$ cat src/rtl/filt_ppi_pkg.sv
// filt_ppi_pkg: shared types and helpers for the polyphase interpolator
package filt_ppi_pkg;
  typedef enum logic [1:0] {IDLE, MAC, OUT} state_e;
  function automatic int clog2(input int v);
    int r = 0;
    while ((1 << r) < v) r++;
    return r < 1 ? 1 : r;
  endfunction
  function automatic logic signed [63:0] sat_round(input logic signed [63:0] acc, input int shift, input int width);
    logic signed [63:0] r, hi, lo;
    r = (acc + (shift > 0 ? 64'sd1 <<< (shift - 1) : 64'sd0)) >>> shift;
    hi = (64'sd1 <<< (width - 1)) - 64'sd1;
    lo = -(64'sd1 <<< (width - 1));
    return r > hi ? hi : r < lo ? lo : r;
  endfunction
endpackage

$ cat src/rtl/filt_ppi_seq_mac.sv
// ppi_mac: shared multiply-accumulate with clear, enable and registered accumulator
module ppi_mac #(
  parameter int DW = 8,
  parameter int CW = 16,
  parameter int AW = 30
) (
  input  logic                 clk,
  input  logic                 rst,
  input  logic                 en_i,
  input  logic                 clr_i,
  input  logic signed [DW-1:0] x_i,
  input  logic signed [CW-1:0] h_i,
  output logic signed [AW-1:0] acc_o,
  output logic signed [AW-1:0] sum_o
);
  logic signed [DW+CW-1:0] prod;
  logic signed [AW-1:0] acc_q;
  assign prod = x_i * h_i;
  assign sum_o = acc_q + AW'(prod);
  assign acc_o = acc_q;
  // accumulate one tap per enabled cycle; clear wins so each phase starts at zero
  always_ff @(posedge clk or posedge rst)
    if (rst) acc_q <= '0;
    else if (en_i) acc_q <= clr_i ? '0 : sum_o;
endmodule

$ cat src/rtl/filt_ppi_seq.sv
// filt_ppi_seq: single-clock polyphase interpolation FIR with one shared MAC
module filt_ppi_seq
  import filt_ppi_pkg::*;
#(
  parameter int gp_idata_width  = 8,
  parameter int gp_coeff_width  = 16,
  parameter int gp_coeff_length = 53,
  parameter int gp_max_factor   = 8,
  parameter int gp_acc_width    = gp_idata_width + gp_coeff_width + $clog2(gp_coeff_length),
  parameter int gp_shift        = 0,
  parameter int gp_odata_width  = 24,
  localparam int FW  = clog2(gp_max_factor + 1),
  localparam int CAW = clog2(gp_coeff_length),
  localparam int PW  = clog2(gp_max_factor)
) (
  input  logic                             i_clk,
  input  logic                             i_rst,
  input  logic                             i_ena,
  input  logic [FW-1:0]                    i_factor,
  input  logic                             i_flush,
  input  logic                             i_coeff_we,
  input  logic [CAW-1:0]                   i_coeff_addr,
  input  logic signed [gp_coeff_width-1:0] i_coeff_data,
  output logic                             o_coeff_drop,
  input  logic                             i_valid,
  output logic                             o_ready,
  input  logic signed [gp_idata_width-1:0] i_data,
  output logic                             o_valid,
  input  logic                             i_ready,
  output logic signed [gp_odata_width-1:0] o_data,
  output logic [PW-1:0]                    o_phase
);
  localparam int N  = gp_coeff_length;
  localparam int KW = clog2(N);
  localparam int IW = clog2(N + gp_max_factor + 1);
  state_e state_q, state_d;
  logic signed [gp_idata_width-1:0] x_q [N];
  logic signed [gp_idata_width-1:0] x_d [N];
  logic signed [gp_coeff_width-1:0] h_q [N];
  logic signed [gp_coeff_width-1:0] h_d [N];
  logic [FW-1:0] l_q, l_d, l_eff;
  logic [PW-1:0] p_q, p_d;
  logic [IW-1:0] idx_q, idx_d;
  logic [KW-1:0] k_q, k_d;
  logic signed [gp_odata_width-1:0] data_q, data_d;
  logic drop_q, drop_d;
  logic signed [gp_acc_width-1:0] acc, sum;
  logic signed [gp_coeff_width-1:0] h_sel;
  logic signed [63:0] rnd;
  logic last, coeff_ok;
  assign l_eff = i_factor == '0 ? FW'(1) : int'(i_factor) > gp_max_factor ? FW'(gp_max_factor) : i_factor;
  assign last = int'(idx_q) + int'(l_q) >= N;
  assign coeff_ok = state_q == IDLE && int'(i_coeff_addr) < N;
  assign h_sel = int'(idx_q) < N ? h_q[idx_q[CAW-1:0]] : '0;
  assign rnd = sat_round(64'(sum), gp_shift, gp_odata_width);
  assign o_ready = state_q == IDLE;
  assign o_valid = state_q == OUT;
  assign o_data = data_q;
  assign o_phase = p_q;
  assign o_coeff_drop = drop_q;
  ppi_mac #(.DW(gp_idata_width), .CW(gp_coeff_width), .AW(gp_acc_width)) u_mac (
    .clk(i_clk), .rst(i_rst), .en_i(i_ena), .clr_i(state_q != MAC),
    .x_i(x_q[k_q]), .h_i(h_sel), .acc_o(acc), .sum_o(sum)
  );
  // next state: accept in IDLE, walk one phase's taps in MAC, hold the result in OUT
  always_comb begin
    state_d = state_q;
    x_d = x_q;
    h_d = h_q;
    l_d = l_q;
    p_d = p_q;
    idx_d = idx_q;
    k_d = k_q;
    data_d = data_q;
    drop_d = i_coeff_we && !coeff_ok;
    if (i_coeff_we && coeff_ok) h_d[i_coeff_addr] = i_coeff_data;
    unique case (state_q)
      IDLE: begin
        if (i_flush) for (int i = 0; i < N; i++) x_d[i] = '0;
        if (i_valid) begin
          for (int i = N - 1; i > 0; i--) x_d[i] = x_d[i-1];
          x_d[0] = i_data;
          l_d = l_eff;
          p_d = '0;
          idx_d = '0;
          k_d = '0;
          state_d = MAC;
        end
      end
      MAC: begin
        idx_d = idx_q + IW'(l_q);
        k_d = k_q + KW'(1);
        if (last) begin
          state_d = OUT;
          data_d = rnd[gp_odata_width-1:0];
        end
      end
      OUT: if (i_ready) begin
        if (int'(p_q) == int'(l_q) - 1) state_d = IDLE;
        else begin
          p_d = p_q + PW'(1);
          idx_d = IW'(p_q) + IW'(1);
          k_d = '0;
          state_d = MAC;
        end
      end
      default: state_d = IDLE;
    endcase
  end
  // FSM state register, frozen while disabled
  always_ff @(posedge i_clk or posedge i_rst)
    if (i_rst) state_q <= IDLE;
    else if (i_ena) state_q <= state_d;
  // datapath registers: delay line, coefficients, phase counters and output hold
  always_ff @(posedge i_clk or posedge i_rst)
    if (i_rst) begin
      for (int i = 0; i < N; i++) begin
        x_q[i] <= '0;
        h_q[i] <= '0;
      end
      l_q <= FW'(1);
      p_q <= '0;
      idx_q <= '0;
      k_q <= '0;
      data_q <= '0;
      drop_q <= 1'b0;
    end else if (i_ena) begin
      x_q <= x_d;
      h_q <= h_d;
      l_q <= l_d;
      p_q <= p_d;
      idx_q <= idx_d;
      k_q <= k_d;
      data_q <= data_d;
      drop_q <= drop_d;
    end
endmodule

$ cat config.mk
export PLATFORM = sky130hd
export DESIGN_NAME = filt_ppi_seq
export DESIGN_NICKNAME = d
export VERILOG_FILES = /design/src/rtl/filt_ppi_pkg.sv /design/src/rtl/filt_ppi_seq_mac.sv /design/src/rtl/filt_ppi_seq.sv
export SDC_FILE = /design/constraint.sdc
export NUM_CORES = 2
export LEC_CHECK = 0
export ABC_CLOCK_PERIOD_IN_PS = 73900
export CAP_MARGIN = 15
export CORE_ASPECT_RATIO = 2
export CORE_MARGIN = 10
export CORE_UTILIZATION = 46
export CTS_BUF_LIST = sky130_fd_sc_hd__clkbuf_4
export DETAILED_ROUTE_END_ITERATION = 12
export PLACE_DENSITY = 0.63
export SETUP_SLACK_MARGIN = 0.3
export SLEW_MARGIN = 15
export SYNTH_ARGS = -nofsm -noshare
export SYNTH_HDL_FRONTEND = slang
export SYNTH_SLANG_ARGS = --single-unit
$ cat constraint.sdc
create_clock -name i_clk -period 73.9 [get_ports i_clk]
set_clock_uncertainty 0.1 [all_clocks]
set_input_delay 7.39 -clock i_clk [delete_from_list [all_inputs] [get_ports i_clk]]
set_output_delay 7.39 -clock i_clk [all_outputs]
set_load 0.1 [all_outputs]
==> metrics.txt <==
H-tree levels=5; Max Freq=84.2 MHz; highest metal used=met5; Crit. End Element=async pin; Final nets=4,956; layout cells sized above 1=37.9%; # setup viols final=0; antenna-violating nets left=0; Root Buffer=clkbuf_4; CP max stage delay=0.91 ns; insertion delay to the later sink of the worst-skew pair=1.13 ns; Total Neg Setup Slack=0 ns; largest net degree at the start of global routing=224; critical path launch point type=input port; register area share after synthesis=50.7%; gpl congestion=0.812; launching point of the worst reg2reg path=idx_q[0]; met2 wire len=96.8 mm; CP most frequent cell=buf_4; Distinct cells, synth=79; Yosys top cell by area=dfrtp_1; Final Util=50.4%; final hold viol count=0; clock transition at the registers of the reported paths=0.08 ns; cell chain of the critical path=clkdlybuf4s50_1, inv_8, buf_4, buf_4, buf_4, buf_4, buf_4; Die Y=558 µm; number of port buffers=70; FP Rows=197; Critical R2R Capture=o_data[17]; ys async rst share=100%; Post-Syn Nets=4,839; CP Max Fanout=120; post-synthesis area per instance=14.6 µm²; metal1 wirelength=61.3 mm; HP Class=register to register; post-synth top area share=50.7%; commonest cells after routing, fill and taps aside=dfrtp_1, mux2_2, clkbuf_4; Via density=5.95; Post-CTS Resized=0; critical path type=input port to async pin; # DRC=0; cell at the slowest stage of the critical path=buf_4; r2r setup slk=62.78 ns; hold_sp=x_q[58]; worst path required time=74.83 ns; # Post-CTS Setup Buffers=0; hold path endpoint=x_q[50]; Max Slew Vio Count=0; I/O pins=71; RSZ-0062 raised after global routing=false; core area=144,000 µm²; vias in the first global route=44.7k; Worst Hold Depth=1; die width=289 µm; Netlist Area Pre-Place=66,500 µm²; initial drt markers=2,524; fin crit period=11.88 ns; Slew @ Worst Pin=1.22 ns; Die ar.=161,000 µm²; VDD IR-drop max=0.0355 mV; aggregate global-route resource usage=21.5%; commonest non-fill, non-tap cell in the layout=dfrtp_1; Clock Tree Buf Depth=4; final wirelength=171 mm; cells after synthesis=4,567; Worst R2R Path Depth=25; Seq cells post-synth=1,348; initial antenna violation count=8; first-pass GRT wire length=268 mm; Synth Flop Type=dfrtp_1; Post-synth EDFFs=0; CTS tree=done; outcome=completed; grt total ovfl=0; max-cap viol count=0; total CTS buffers=315; via count=40.4k; post-DR wirelength/cell=25.1 µm; period utilization=16.1%; Initial Utilization=46.2%; PD cells=28.8 nW/µm²; met3 wire len=5.66 mm; Rel. slew slack=18.4%; Leakage Power=34.1 nW; synth top area cells=dfrtp_1, mux2_2, mux4_2; CTS hold repair buffers=0; warnings from Yosys=0; Arr. time, crit path=12.81 ns; clock sinks=1,348; DRT Pass-1 Iters=5; area grow syn2layout=9.15%; filler instances=12.5k; dpl hpwl=111 mm
[worst max-delay path, delay by kind of cell]
| kind | cells | cell delay, ns |
|---|---|---|
| buffers and inverters | 7 | 5.16 |
[synthesized netlist by cell type (14+ instances only)]
cell type,number
a211oi_1,14
a21oi_1,57
a22o_1,430
buf_1,31
buf_2,65
clkbuf_1,253
dfrtp_1,1347
fa_1,154
ha_1,77
inv_1,173
mux2_2,839
mux2i_1,66
mux4_2,342
nand2_1,152
nand3_1,28
nor2_1,114
nor2b_1,37
o21ai_0,43
o221ai_1,18
o22ai_1,49
o311ai_2,20
xnor2_1,24
[final cells by class]
type	instances	area (µm²)	area share, %
diodes	5	12.5	0.0172
clock buffers	460	3450	4.76
clock inverters	77	389	0.536
inverters	177	672	0.926
multi-input cells	2665	30400	41.9
flip-flops and latches	1348	33800	46.5
well taps	1890	2360	3.26
repair buffers	177	1480	2.04
[worst max-delay path by stage]
stage	from	end	slack (ns)	cells past startpoint
final	i_rst	h_q[67]	62.02	7
after global routing	i_rst	h_q[3]	61.22	7
after CTS	i_rst	h_q[3]	61.82	7
after detailed placement	i_rst	h_q[595]	60.66	7
after global placement	i_rst	h_q[49]	60.77	7
after floorplan	i_rst	h_q[0]	28.41	1
[through the flow]
step	setup WS (ns)	instances	total power, mW	instance area, µm²	hold slack, ns
global route	61.22	6799	2.22	72600	0.410
finish	62.02	6799	2.09	72600	0.377
CTS	61.82	6794	2.12	72600	0.383
global placement	60.77	6257	1.51	68700	0.362
detailed placement	60.66	6257	1.52	68700	0.373
floorplan	28.41	4567	1.34	66500	0.353
[power breakdown]
part,switching (mW),total (mW),internal [mW]
combinational,0.405,0.663,0.258
clock,0.297,0.593,0.295
sequential,0.0459,0.832,0.786
total,0.748,2.09,1.34
[layer usage]
| layer | vias to the layer above | track usage [%] |
|---|---|---|
| li1 | 17376 | - |
| met1 | 21821 | 22.9 |
| met5 | - | 0 |
| met2 | 854 | 41.1 |
| met4 | 6 | 9.14 |
| met3 | 371 | 3.20 |
[state kept, by name (all words and copies together), names as in the netlist]
| signal | flops |
|---|---|
| u_mac.acc_o | 30 |
| h_q | 848 |
| x_q | 424 |
| o_phase | 3 |
| k_q | 6 |
| idx_q | 6 |
| l_q | 4 |
| state_q | 2 |
| o_data | 24 |
| o_coeff_drop | 1 |
[cells by family (layout without fill, tap and decap cells)]
family,Yosys count,in the layout,share of synthesized area (%)
DFF,1348,1348,50.7
other,0,5,0
adders and majority gates,231,231,6.09
muxes,1265,1265,27.3
buffers and inverters,554,891,3.56
and+or+nand+nor,410,410,2.87
AOI/OAI and AO/OA,721,721,8.95
xor gates and xnor gates,38,38,0.521
Note: power is estimated with default switching activity, not from simulation.
